File: config.mk
export PLATFORM = sky130hd
export DESIGN_NAME = instr_pair_queue_flat
export DESIGN_NICKNAME = d
export VERILOG_FILES = /design/src/rtl/instr_pair_queue_pkg.sv /design/src/rtl/instr_pair_queue_if.sv /design/src/rtl/instr_pair_queue_storage.sv /design/src/rtl/instr_pair_queue.sv /design/src/flat_wrapper.sv
export SDC_FILE = /design/constraint.sdc
export NUM_CORES = 1
export LEC_CHECK = 0
export CORE_MARGIN = 10
export CORE_UTILIZATION = 45
export DETAILED_ROUTE_END_ITERATION = 6
export DONT_BUFFER_PORTS = 1
export PLACE_DENSITY = 0.6
export SLEW_MARGIN = 20
export SYNTH_ARGS = -nofsm -noshare
export SYNTH_HDL_FRONTEND = slang
export SYNTH_SLANG_ARGS = --single-unit
export TNS_END_PERCENT = 10
File: constraint.sdc
create_clock -name clk -period 3.76 [get_ports clk]
set_input_delay 0.376 -clock clk [delete_from_list [all_inputs] [get_ports clk]]
set_output_delay 0.376 -clock clk [all_outputs]
set_load 0.01 [all_outputs]
File: src/rtl/instr_pair_queue_pkg.sv
// Shared constants and the stored entry layout for the fetch-to-decode pair queue.
package instr_pair_queue_pkg;

  localparam int          IPQ_DEPTH     = 4;
  localparam logic [31:0] IPQ_NOP_INSTR = 32'h0000_0013;  // addi x0,x0,0

  typedef struct packed {
    logic [31:0] pc;
    logic [63:0] instr;
  } ipq_entry_t;

endpackage

File: src/rtl/instr_pair_queue_if.sv
// Fetch-side push port and decode-side head/pop port of the pair queue.
interface instr_pair_queue_if
  import instr_pair_queue_pkg::*;
#(
  parameter int DEPTH = IPQ_DEPTH
);
  // Push fires on in_valid && in_ready at a rising edge; in_ready comes from registered
  // state only. Decode consumes pop_num instructions (capped at out_num) from the head.
  logic                     in_valid;
  logic [31:0]              in_pc;
  logic [63:0]              in_instr;
  logic                     in_ready;
  logic                     out_valid;
  logic [31:0]              out_pc;
  logic [63:0]              out_instr;
  logic [1:0]               out_num;
  logic [1:0]               pop_num;
  logic [$clog2(DEPTH):0]   count;

  modport master (
    output in_valid, in_pc, in_instr, pop_num,
    input  in_ready, out_valid, out_pc, out_instr, out_num, count
  );

  modport slave (
    input  in_valid, in_pc, in_instr, pop_num,
    output in_ready, out_valid, out_pc, out_instr, out_num, count
  );
endinterface

File: src/rtl/instr_pair_queue_storage.sv
// Pair storage array: one synchronous write port, one combinational read port, no data reset.
module ipq_storage
  import instr_pair_queue_pkg::*;
#(
  parameter int DEPTH = IPQ_DEPTH,
  parameter int AW    = $clog2(DEPTH)
) (
  input  logic          clk,
  input  logic          we,
  input  logic [AW-1:0] waddr,
  input  ipq_entry_t    wdata,
  input  logic [AW-1:0] raddr,
  output ipq_entry_t    rdata
);

  ipq_entry_t mem_q [DEPTH];

  always_ff @(posedge clk) begin
    if (we) mem_q[waddr] <= wdata;
  end

  assign rdata = mem_q[raddr];

endmodule

File: src/rtl/instr_pair_queue.sv
// Dual-issue decoupling FIFO: holds {pc, instr pair} entries and lets decode retire the
// head one or two instructions at a time; a taken branch flushes everything.
module instr_pair_queue
  import instr_pair_queue_pkg::*;
#(
  parameter int          DEPTH     = IPQ_DEPTH,
  parameter logic [31:0] NOP_INSTR = IPQ_NOP_INSTR
) (
  input  logic                clk,
  input  logic                rst,
  input  logic                flush,
  instr_pair_queue_if.slave   bus
);

  localparam int AW = $clog2(DEPTH);
  localparam int CW = AW + 1;

  logic [AW-1:0] wr_ptr_q, wr_ptr_d;
  logic [AW-1:0] rd_ptr_q, rd_ptr_d;
  logic [CW-1:0] count_q,  count_d;
  logic          half_q,   half_d;

  ipq_entry_t head;
  logic       empty;
  logic       push;
  logic       retire;
  logic [1:0] pop_req;
  logic [1:0] pop_eff;
  logic       out_valid;
  logic [1:0] out_num;
  logic [31:0] out_pc;
  logic [63:0] out_instr;

  ipq_storage #(.DEPTH(DEPTH)) u_storage (
    .clk   (clk),
    .we    (push && !flush),
    .waddr (wr_ptr_q),
    .wdata ({bus.in_pc, bus.in_instr}),
    .raddr (rd_ptr_q),
    .rdata (head)
  );

  assign empty       = (count_q == '0);
  assign bus.in_ready = (count_q < CW'(DEPTH));
  assign push        = bus.in_valid && bus.in_ready;

  // Head view: a half-consumed entry shifts slot 2 into the slot-1 position.
  always_comb begin
    out_valid = 1'b0;
    out_num   = 2'd0;
    out_pc    = 32'h0;
    out_instr = {NOP_INSTR, NOP_INSTR};
    if (!empty) begin
      out_valid = 1'b1;
      if (half_q) begin
        out_num   = 2'd1;
        out_pc    = head.pc + 32'd4;
        out_instr = {head.instr[31:0], NOP_INSTR};
      end else begin
        out_num   = 2'd2;
        out_pc    = head.pc;
        out_instr = head.instr;
      end
    end
  end

  assign bus.out_valid = out_valid;
  assign bus.out_num   = out_num;
  assign bus.out_pc    = out_pc;
  assign bus.out_instr = out_instr;
  assign bus.count     = count_q;

  always_comb begin
    pop_req  = (bus.pop_num == 2'd3) ? 2'd2 : bus.pop_num;
    pop_eff  = (pop_req > out_num) ? out_num : pop_req;
    retire   = (pop_eff == 2'd2) || ((pop_eff == 2'd1) && half_q);
    wr_ptr_d = wr_ptr_q;
    rd_ptr_d = rd_ptr_q;
    count_d  = count_q;
    half_d   = half_q;
    if (flush) begin
      wr_ptr_d = '0;
      rd_ptr_d = '0;
      count_d  = '0;
      half_d   = 1'b0;
    end else begin
      if (push)   wr_ptr_d = wr_ptr_q + AW'(1);
      if (retire) begin
        rd_ptr_d = rd_ptr_q + AW'(1);
        half_d   = 1'b0;
      end else if (pop_eff == 2'd1) begin
        half_d   = 1'b1;
      end
      count_d = count_q + CW'(push) - CW'(retire);
    end
  end

  always_ff @(posedge clk or negedge rst) begin
    if (!rst) begin
      wr_ptr_q <= '0;
      rd_ptr_q <= '0;
      count_q  <= '0;
      half_q   <= 1'b0;
    end else begin
      wr_ptr_q <= wr_ptr_d;
      rd_ptr_q <= rd_ptr_d;
      count_q  <= count_d;
      half_q   <= half_d;
    end
  end

endmodule

File: src/flat_wrapper.sv
// flat-port wrapper written by rule: the top's interface ports become plain ports
module instr_pair_queue_flat import instr_pair_queue_pkg::*;
#(
  parameter int          DEPTH     = IPQ_DEPTH,
  parameter logic [31:0] NOP_INSTR = IPQ_NOP_INSTR
)
  (clk, rst, flush, bus_in_valid, bus_in_pc, bus_in_instr, bus_pop_num, bus_in_ready, bus_out_valid, bus_out_pc, bus_out_instr, bus_out_num, bus_count);
  instr_pair_queue_if #(.DEPTH(DEPTH)) bus_i ();
  input  logic clk;
  input  logic rst;
  input  logic flush;
  input wire logic [$bits(bus_i.in_valid)-1:0] bus_in_valid;
  input wire logic [$bits(bus_i.in_pc)-1:0] bus_in_pc;
  input wire logic [$bits(bus_i.in_instr)-1:0] bus_in_instr;
  input wire logic [$bits(bus_i.pop_num)-1:0] bus_pop_num;
  output wire logic [$bits(bus_i.in_ready)-1:0] bus_in_ready;
  output wire logic [$bits(bus_i.out_valid)-1:0] bus_out_valid;
  output wire logic [$bits(bus_i.out_pc)-1:0] bus_out_pc;
  output wire logic [$bits(bus_i.out_instr)-1:0] bus_out_instr;
  output wire logic [$bits(bus_i.out_num)-1:0] bus_out_num;
  output wire logic [$bits(bus_i.count)-1:0] bus_count;
  assign bus_i.in_valid = bus_in_valid;
  assign bus_i.in_pc = bus_in_pc;
  assign bus_i.in_instr = bus_in_instr;
  assign bus_i.pop_num = bus_pop_num;
  assign bus_in_ready = bus_i.in_ready;
  assign bus_out_valid = bus_i.out_valid;
  assign bus_out_pc = bus_i.out_pc;
  assign bus_out_instr = bus_i.out_instr;
  assign bus_out_num = bus_i.out_num;
  assign bus_count = bus_i.count;
  instr_pair_queue #(.DEPTH(DEPTH), .NOP_INSTR(NOP_INSTR)) u_core (.clk(clk), .rst(rst), .flush(flush), .bus(bus_i));
endmodule
==> metrics.md <==
| Metric | Value |
|---|---|
| Post-synth EDFFs | `384` |
| Worst skew pair latency | `0.54 ns` |
| Fin crit share | `95.21%` |
| Sequential share of the synthesized area | `73.93%` |
| Post-synth design cell area | `15870 um^2` |
| Post-Syn Area per Cell | `18.98 um^2` |
| Die X-Extent | `207.8 um` |
| Global route total overflow | `0` |
| Post-route non-filler standard cell count | `1450` |
| Setup TNS | `0 ns` |
| CTS root buf | `clkbuf_16` |
| Height of the die | `207.8 um` |
| Final setup violation count | `0` |
| Commonest cells after routing, fill and taps aside | `edfxtp_1, dlygate4sd3_1, mux4_2` |
| Clock skew | `0.01473 ns` |
| Dpl ws | `0.2362 ns` |
| Max VDD drop | `1202 uV` |
| TritonCTS Sinks | `392` |
| Worst Setup Path Type | `flip-flop to flip-flop` |
| Leading cell type in the layout, fill and taps excluded | `edfxtp_1` |
| Comb power frac | `23.1%` |
| Leakage | `around 6.1 nW` |
| Fmax | `~280 MHz` |
| Global-route usage over all layers | `roughly 16%` |
| Crit end category | `flip-flop` |
| Outcome | `finished clean` |
| TritonRoute pass-1 iters | `5` |
| Initial core utilization | `a little under half` |
| RSZ-0062 raised after global routing | `true` |
| Post-DRT Antenna Nets | `0` |
| CTS Buffer Depth | `3` |
| Area growth, synth to finish | `19.31%` |
| Share of power burned in registers | `a little over two fifths` |
| Hold Crit Class | `primary input to async pin` |
| Pin count of the biggest net entering global routing | `66` |
| Slew Viols, Final | `0` |
| # IOs | `205` |
| Share of cells above drive strength 1 | `19.92%` |
| CTS tree | `done` |
| Post-DP HPWL | `around 22000 um` |
| Crit path DAT | `3.99 ns` |
| Clock power share | `34.7%` |
| Placer Congestion | `0.7847` |
| WL/cell | `25.14 um` |
| Detailed Route Iter0 Violations | `between 400 and 500` |
| Core area | `34630 um^2` |
| Htree depth | `2` |
| Fin nets | `1068` |
| Die area | `43170 um^2` |
| CP max FO | `65` |
| Yosys Warn Count | `0` |
| Final Power | `12.27 mW` |
| Synth cell types | `40` |
| Slew HR | `between 40% and 50%` |
| Num CTS Buffers | `42` |
| Standard-cell rows | `68` |
| Number of global-route vias before repair | `8712` |
| Buffers on Ports | `0` |
| Routed vias/inst | `between 5 and 6` |
| DRT Wirelength | `between 30000 and 40000 um` |
| CTS clk-pin slew, worst paths | `0.06 ns` |
| Placed Cells incl. Taps | `1265` |
| Cell internal pwr | `between 8 and 9 mW` |
| Switching share of power | `between 20% and 30%` |
| Yosys reg bits | `between 300 and 400` |
| Async SR Flop Fraction | `2.041%` |
| Remaining DRCs | `0` |
| WP data required | `4.17 ns` |
| Routed via count | `8168` |
| Final Hold Vio Count | `0` |
| Mapped Cells | `about 840` |
| Pwr dens | `approximately 650 nW/um^2` |
| First-pass GRT wire length | `roughly 54000 um` |
| Initial antenna violation count | `5` |
| Worst slew pin tran | `approximately 0.87 ns` |
| Top_reg_cell synth | `edfxtp_1` |
| Max-Cap Viols | `0` |
| Mapped Nets | `949` |
| WHS | `about 0.21 ns` |
| Setup slack after layout | `~0.18 ns` |
| Sw power | `3.584 mW` |
| Min cycle time layout | `3.580 ns` |
| Crit path launch type | `flip-flop` |
[worst max-delay path, stage by stage, from the launching register on]
cell       delay (ns)
dfrtp_1          0.48
nor3_2           0.30
buf_4            0.73
o221a_2          0.34
a2111oi_0        0.07
a21oi_1          0.27
inv_1            0.10
ha_1             0.28
inv_1            0.06
ha_1             0.14
inv_1            0.05
fa_1             0.37
xnor2_1          0.19
nor2_1           0.06
[stage by stage]
| stage | util, % | instance area [um^2] |
|---|---|---|
| floorplan | - | 15870 |
| global route | 54.65 | 18920 |
| detailed placement | 47.49 | 16440 |
| CTS | 54.62 | 18920 |
| finish | 54.67 | 18930 |
| global placement | 47.49 | 16440 |
[layout make-up]
class	count	area (um^2)
antenna	6	15.01
timing repair buffer	122	1227
tap	455	569.3
inverter	11	45.04
timing repair inverter	1	7.507
sequential	392	11740
multi-input combinational	385	3872
clock inverter	26	282.8
clock buffer	52	1172
fill	2645	15700
[worst paths after layout]
check	slack, ns	startpoint	endpoint	cells after the start
setup / recovery	0.18	u_core.bus.count[2]$_DFF_PN0_	u_core.bus.count[2]$_DFF_PN0_	13
min in group clk	0.27	bus_pop_num[1]	u_core.half_q$_DFFE_PN0P_	3
setup reg to reg	0.18	u_core.bus.count[2]$_DFF_PN0_	u_core.bus.count[2]$_DFF_PN0_	13
hold reg to reg	0.65	u_core.wr_ptr_q[0]$_DFFE_PN0P_	u_core.wr_ptr_q[0]$_DFFE_PN0P_	2
max in group asynchronous	3.21	rst	u_core.rd_ptr_q[0]$_DFFE_PN0N_	1
hold / removal	0.21	rst	u_core.bus.count[1]$_DFF_PN0_	1
[logic make-up after synthesis]
family,count (synthesis),synth area share [%]
AOI/OAI and AO/OA,44,1.514
xor gates and xnor gates,29,1.601
muxes,96,13.84
and+or+nand+nor,205,6.474
adders and majority gates,11,0.9147
buffers and inverters,59,1.727
DFF,392,73.93
[cell usage after synthesis (all sizes together), types with 4 or more instances]
library cell	instances	share of area (%)
mux4	96	14
xor2	23	1.3
and3	33	1.3
nand2	82	2.0
dfrtp	8	1.3
ha	10	0.79
nand3	14	0.47
nor2	37	0.88
nor3	4	0.13
nor2b	5	0.20
edfxtp	384	73
a21oi	35	1.1
or3	6	0.24
xnor2	6	0.33
and2	7	0.28
inv	11	0.26
nand4	10	0.49
buf	23	0.88
clkbuf	25	0.59
[repair_timing]
action                     in CTS  in global routing
gates cloned                    1                  0
buffers inserted                2                  0
hold endpoints to repair      400                  0
pin swaps                       0                  1
gates resized for setup         1                  5
setup endpoints to repair       6                 25
hold buffers                   98                  0
[flip-flops by register name, indices dropped and copies added (netlist names)]
name	cells
u_core.rd_ptr_q	2
u_core.u_storage.mem_q	384
u_core.bus.count	3
u_core.half_q	1
u_core.wr_ptr_q	2
[power groups by stage]
| stage | sequential, mW | combinational (mW) | clock, mW |
|---|---|---|---|
| 3_3_place_gp | 5.26 | 2.64 | 0 |
| 3_5_place_dp | 5.28 | 2.68 | 0 |
| 6_report | 5.19 | 2.83 | 4.25 |
| 5_1_grt | 5.21 | 3.09 | 4.53 |
| 4_1_cts | 5.19 | 2.88 | 4.35 |
| 2_1_floorplan | 5.21 | 2.02 | 0 |
[routing by layer]
layer	vias up	share of wire (%)	track usage, %
li1	3572	-	-
met5	-	0	0
met4	0	1.9	4.259
met3	53	7.6	5.460
met2	277	48	26.09
met1	4266	43	21.09
Power figures use the tool's default switching activity.
